**src/rtl/up_down_counter_ranged_if.sv**
```systemverilog
// Control and status bundle for up_down_counter_ranged.
// The master drives the control inputs and the slave (the counter) drives the status outputs.
interface up_down_counter_ranged_if #(
    parameter int WIDTH = 4
);
    logic             enable;
    logic             set;
    logic [WIDTH-1:0] set_value;
    logic             up_down;
    logic             saturate;
    logic             clear_flags;
    logic [WIDTH-1:0] count;
    logic             at_max;
    logic             at_min;
    logic             wrap_pulse;
    logic             ovf_sticky;
    logic             unf_sticky;

    modport master (
        output enable, set, set_value, up_down, saturate, clear_flags,
        input  count, at_max, at_min, wrap_pulse, ovf_sticky, unf_sticky
    );

    modport slave (
        input  enable, set, set_value, up_down, saturate, clear_flags,
        output count, at_max, at_min, wrap_pulse, ovf_sticky, unf_sticky
    );
endinterface

```
**src/rtl/up_down_counter_ranged.sv**
```systemverilog
// Ranged up/down counter with wrap/saturate limits, clamped load and sticky flags.
// Optional prescaler is compiled in with the COUNTER_PRESCALE_EN macro.
module up_down_counter_ranged #(
    parameter int WIDTH     = 4,
    parameter int MIN_VALUE = 0,
    parameter int MAX_VALUE = (1 << WIDTH) - 1,
    parameter int PRESCALE  = 4
) (
    input  logic                     clk,
    input  logic                     reset,
    up_down_counter_ranged_if.slave  bus
);
    // Limits are held one bit wider so comparisons never alias through modulo-2^WIDTH.
    localparam logic [WIDTH:0]   MAX_EXT = (WIDTH+1)'(MAX_VALUE);
    localparam logic [WIDTH:0]   MIN_EXT = (WIDTH+1)'(MIN_VALUE);
    localparam logic [WIDTH-1:0] MAX_CNT = MAX_EXT[WIDTH-1:0];
    localparam logic [WIDTH-1:0] MIN_CNT = MIN_EXT[WIDTH-1:0];

    logic [WIDTH-1:0] count_reg, count_next;
    logic             wrap_reg, wrap_next;
    logic             ovf_reg, ovf_next;
    logic             unf_reg, unf_next;
    logic             step_tick;
    logic             step;

    logic [WIDTH:0]   count_ext;
    logic [WIDTH:0]   set_ext;
    logic [WIDTH:0]   inc_ext;
    logic [WIDTH:0]   dec_ext;
    logic             at_max_int;
    logic             at_min_int;

`ifdef COUNTER_PRESCALE_EN
    localparam int PS_W = (PRESCALE > 1) ? $clog2(PRESCALE) : 1;
    localparam logic [PS_W-1:0] PS_LAST = PS_W'(PRESCALE - 1);

    logic [PS_W-1:0] prescale_reg, prescale_next;

    assign step_tick = (prescale_reg == PS_LAST);

    always_comb begin
        prescale_next = prescale_reg;
        if (bus.set) begin
            prescale_next = '0;
        end else if (bus.enable) begin
            prescale_next = step_tick ? '0 : prescale_reg + 1'b1;
        end
    end

    always_ff @(posedge clk) begin
        if (reset) begin
            prescale_reg <= '0;
        end else begin
            prescale_reg <= prescale_next;
        end
    end
`else
    // Without the prescaler every qualified cycle is a step; PRESCALE is only checked for sanity.
    assign step_tick = (PRESCALE >= 1);
`endif

    assign count_ext  = {1'b0, count_reg};
    assign set_ext    = {1'b0, bus.set_value};
    assign inc_ext    = count_ext + 1'b1;
    assign dec_ext    = count_ext - 1'b1;
    assign at_max_int = (count_reg == MAX_CNT);
    assign at_min_int = (count_reg == MIN_CNT);
    assign step       = bus.enable && !bus.set && step_tick;

    always_comb begin
        count_next = count_reg;
        wrap_next  = 1'b0;
        ovf_next   = bus.clear_flags ? 1'b0 : ovf_reg;
        unf_next   = bus.clear_flags ? 1'b0 : unf_reg;
        if (bus.set) begin
            if (set_ext > MAX_EXT) begin
                count_next = MAX_CNT;
            end else if (set_ext < MIN_EXT) begin
                count_next = MIN_CNT;
            end else begin
                count_next = bus.set_value;
            end
        end else if (step) begin
            if (bus.up_down) begin
                if (at_max_int) begin
                    ovf_next = 1'b1;
                    if (!bus.saturate) begin
                        count_next = MIN_CNT;
                        wrap_next  = 1'b1;
                    end
                end else begin
                    count_next = inc_ext[WIDTH-1:0];
                end
            end else begin
                if (at_min_int) begin
                    unf_next = 1'b1;
                    if (!bus.saturate) begin
                        count_next = MAX_CNT;
                        wrap_next  = 1'b1;
                    end
                end else begin
                    count_next = dec_ext[WIDTH-1:0];
                end
            end
        end
    end

    always_ff @(posedge clk) begin
        if (reset) begin
            count_reg <= MIN_CNT;
            wrap_reg  <= 1'b0;
            ovf_reg   <= 1'b0;
            unf_reg   <= 1'b0;
        end else begin
            count_reg <= count_next;
            wrap_reg  <= wrap_next;
            ovf_reg   <= ovf_next;
            unf_reg   <= unf_next;
        end
    end

    assign bus.count      = count_reg;
    assign bus.at_max     = at_max_int;
    assign bus.at_min     = at_min_int;
    assign bus.wrap_pulse = wrap_reg;
    assign bus.ovf_sticky = ovf_reg;
    assign bus.unf_sticky = unf_reg;
endmodule

```
**src/flat_wrapper.sv**
```systemverilog
// flat-port wrapper written by rule: the top's interface ports become plain ports
module up_down_counter_ranged_flat 
#(
    parameter int WIDTH     = 4,
    parameter int MIN_VALUE = 0,
    parameter int MAX_VALUE = (1 << WIDTH) - 1,
    parameter int PRESCALE  = 4
)
  (clk, reset, bus_enable, bus_set, bus_set_value, bus_up_down, bus_saturate, bus_clear_flags, bus_count, bus_at_max, bus_at_min, bus_wrap_pulse, bus_ovf_sticky, bus_unf_sticky);
  up_down_counter_ranged_if #(.WIDTH(WIDTH)) bus_i ();
  input  logic clk;
  input  logic reset;
  input wire logic [$bits(bus_i.enable)-1:0] bus_enable;
  input wire logic [$bits(bus_i.set)-1:0] bus_set;
  input wire logic [$bits(bus_i.set_value)-1:0] bus_set_value;
  input wire logic [$bits(bus_i.up_down)-1:0] bus_up_down;
  input wire logic [$bits(bus_i.saturate)-1:0] bus_saturate;
  input wire logic [$bits(bus_i.clear_flags)-1:0] bus_clear_flags;
  output wire logic [$bits(bus_i.count)-1:0] bus_count;
  output wire logic [$bits(bus_i.at_max)-1:0] bus_at_max;
  output wire logic [$bits(bus_i.at_min)-1:0] bus_at_min;
  output wire logic [$bits(bus_i.wrap_pulse)-1:0] bus_wrap_pulse;
  output wire logic [$bits(bus_i.ovf_sticky)-1:0] bus_ovf_sticky;
  output wire logic [$bits(bus_i.unf_sticky)-1:0] bus_unf_sticky;
  assign bus_i.enable = bus_enable;
  assign bus_i.set = bus_set;
  assign bus_i.set_value = bus_set_value;
  assign bus_i.up_down = bus_up_down;
  assign bus_i.saturate = bus_saturate;
  assign bus_i.clear_flags = bus_clear_flags;
  assign bus_count = bus_i.count;
  assign bus_at_max = bus_i.at_max;
  assign bus_at_min = bus_i.at_min;
  assign bus_wrap_pulse = bus_i.wrap_pulse;
  assign bus_ovf_sticky = bus_i.ovf_sticky;
  assign bus_unf_sticky = bus_i.unf_sticky;
  up_down_counter_ranged #(.WIDTH(WIDTH), .MIN_VALUE(MIN_VALUE), .MAX_VALUE(MAX_VALUE), .PRESCALE(PRESCALE)) u_core (.clk(clk), .reset(reset), .bus(bus_i));
endmodule
```
**config.mk**
```make
export PLATFORM = sky130hd
export DESIGN_NAME = up_down_counter_ranged_flat
export DESIGN_NICKNAME = d
export VERILOG_FILES = /design/src/rtl/up_down_counter_ranged_if.sv /design/src/rtl/up_down_counter_ranged.sv /design/src/flat_wrapper.sv
export SDC_FILE = /design/constraint.sdc
export NUM_CORES = 1
export LEC_CHECK = 0
export BUFFER_PORTS_ARGS = -buffer_cell sky130_fd_sc_hd__buf_2
export CORE_AREA = 5 5 42 44
export DETAILED_ROUTE_END_ITERATION = 12
export DIE_AREA = 0 0 47 49
export HOLD_SLACK_MARGIN = 0.15
export PLACE_DENSITY = 0.7
export SLEW_MARGIN = 20
export SYNTH_ARGS = -nofsm -noshare
export SYNTH_HDL_FRONTEND = slang
export SYNTH_SLANG_ARGS = --single-unit
export TNS_END_PERCENT = 20
```
**constraint.sdc**
```tcl
create_clock -name clk -period 2.8 [get_ports clk]
set_clock_uncertainty 0.05 [all_clocks]
set_input_delay 0.84 -clock clk [delete_from_list [all_inputs] [get_ports clk]]
set_output_delay 0.84 -clock clk [all_outputs]
set_load 0.02 [all_outputs]
```
==> metrics.csv <==
stage,metric,value,unit
yosys,ys_warn_count,0,
sta,fin_crit_sh,79.7,%
floorplan,fp.dieArea,2300,µm²
route,via_per_inst,5.18,
yosys,synth_top_area_cell,dfxtp_1,
grt,grt_first_pass_wirelength,1750,µm
cts,ctsResizeCount,0,
cts,cts_buffer_depth,2,
worst_setup_path,crit_fanout,7,
worst_setup_path,worstSetupEndpointType,output pin,
yosys,synth_edf_count,0,
sta,period_needed,2.23,ns
yosys,async_flop_share,0,%
route,routedWlPerCell,12.0,µm
worst_setup_path,reg2reg_depth,7,
cts,postCtsHoldBufs,0,
placed_design,io_buffers,19,
finish,largest_register_ff_count,4,
placed_design,gp_congestion,0.750,
yosys,synth_top_area_share,28.2,%
worst_setup_path,arrival,1.34,ns
cts,numCtsBuffers,3,
sta,relSlewSlack,75.1,%
sta,setup_tns,0,ns
finish,drive_gt1_share,38.2,%
sta,grt_setup_unrepaired,no,
worst_setup_path,r2r_slack,1.06,ns
pwr,vdd_drop_max,0.300,mV
route,totalWireLength,1100,µm
cts,clk_latency,0.25,ns
yosys,ys_ff_latch,7,
yosys,synthTopCellsByCount,"dfxtp_1 (7), nor2_1 (6), inv_1 (5)",
worst_setup_path,critPathLaunchType,flop,
worst_setup_path,timing.rr.start,u_core.bus.count[0],
sta,slew_violations,0,
grt,grt_max_degree,11,
route,vias,477,
worst_setup_path,crit_type,flop to output pin,
placed_design,dp.cells,88,
route,drc,0,
floorplan,die_h,49,µm
yosys,ys.flop_type,dfxtp_1,
worst_setup_path,r2r-end,u_core.bus.count[1],
finish,n_fill_cell,152,
finish,fin_nets,90,
job,drv_cap,0,
worst_hold_path,hold_class,flop to flop,
floorplan,die_width,47,µm
grt,grt-ovfl-total,0,
worst_setup_path,crit_start,u_core.bus.count[1],
yosys,synth-seq-area-share,28.2,%
grt,first_global_vias,435,
sta,clock.fmax,448,MHz
cts,clock-sinks,7,
grt,antenna_found_initial,0,
finish,area_growth,22.4,%
floorplan,initial_utilization,35.4,%
finish,diodes,0,
finish,final_area,608,µm²
route,antenna_left,0,
placed_design,post_dp_cell_area,582,µm²
yosys,synth_nets,69,
cts,post-cts-setup-buffers,0,
route,dr.pass1.iters,4,
route,first_iter_violations,9,
sta,finalHoldViolCount,0,
floorplan,core-area,1400,µm²
yosys,syn_area_per_cell,8.87,µm²
yosys,synth.distinct_cells,29,
worst_setup_path,crit_end,bus_at_min,
cts,clk_pin_slew,0.05,ns
cts,cts_max_level,1,
grt,gr-usage-all-layers,10.3,%
status,status,finished clean,
cts,clockRootBuffer,clkbuf_4,
sta,setup-violations-final,0,
cts,tritoncts,built,
yosys,synth_cells,56,
floorplan,core.rowCount,14,
yosys,yosysMostFrequentCell,dfxtp_1,
worst_setup_path,cp_data_required_time,1.91,ns
floorplan,io-pin-count,20,
placed_design,dp_hpwl,894,µm
yosys,syn_area,497,µm²
sta,whs,0.470,ns
finish,final_cells,92,
pwr,power_leakage,0.292,nW
yosys,synthTopCellsByArea,"dfxtp_1 (28%), xnor2_1 (5.3%), a31oi_1 (5.0%)",
sta,tightestPinTransition,0.373,ns
pwr,p_per_area,475,nW/µm²
[how the worst min path moves through the flow]
stage                          startpoint                     to  slack, ns  cells past startpoint
finish              u_core.bus.ovf_sticky  u_core.bus.ovf_sticky       0.47                      2
detailed placement  u_core.bus.unf_sticky  u_core.bus.unf_sticky       0.45                      2
global route        u_core.bus.unf_sticky  u_core.bus.unf_sticky       0.51                      2
CTS                 u_core.bus.ovf_sticky  u_core.bus.ovf_sticky       0.47                      2
global placement    u_core.bus.ovf_sticky  u_core.bus.ovf_sticky       0.45                      2
floorplan           u_core.bus.unf_sticky  u_core.bus.unf_sticky       0.57                      2
[critical path, stage by stage (launching register included)]
cell	delay, ns
dfxtp_1	0.45
inv_1	0.10
ha_1	0.23
nor3b_1	0.14
buf_2	0.17
[per-layer routing]
layer / vias up / part of all wire (%) / track usage, %
met3: 4 / 7.0 / 2.58
li1: 243 / - / -
met1: 214 / 42 / 11.9
met5: - / 0 / 0
met4: 0 / 1.9 / 5.53
met2: 16 / 49 / 16.5
[placed cells by master, fill, tap and decap left out, types with 2 or more instances in the layout]
master	instances
o22ai_1	2
a21oi_1	2
buf_2	19
ha_1	2
xnor2_1	3
o31ai_1	2
nand2_1	2
dfxtp_1	7
inv_1	5
nor2_1	6
a22oi_1	2
clkbuf_4	3
a31oi_1	4
[per-stage QoR]
stage | total power, W | setup slack, ns | utilization [%]
after floorplan | 0.000179 | 0.644 | -
after CTS | 0.000293 | 0.556 | 43.4
after detailed placement | 0.000199 | 0.738 | 41.5
after global routing | 0.000306 | 0.504 | 43.4
after global placement | 0.000199 | 0.769 | 41.5
final | 0.000289 | 0.569 | 43.4
[power breakdown]
| part | leakage [nW] | switching [W] | internal [W] |
|---|---|---|---|
| registers | 0.0575 | 0.0000119 | 0.000106 |
| clock network | 0.0150 | 0.0000375 | 0.0000544 |
| logic | 0.220 | 0.0000431 | 0.0000363 |
[cells by family after synthesis]
group           after synthesis  share of synthesized area (%)
compound gates               18                           26.4
xor+xnor                      3                           5.29
mux                           1                           2.02
flops                         7                           28.2
fa+ha+maj                     2                           5.04
simple gates                 17                           23.2
buf+inv                       8                           9.82
[layout make-up]
type                            count  area (µm²)  share of cell area [%]
Inverter                            5        18.8                    3.09
Sequential cell                     7         140                    23.0
Timing Repair Buffer               19        95.1                    15.6
Tap cell                           16        20.0                    3.29
Clock buffer                        4        26.3                    4.32
Multi-Input combinational cell     41         308                    50.6
No activity file was read; power rests on OpenSTA's default activity.
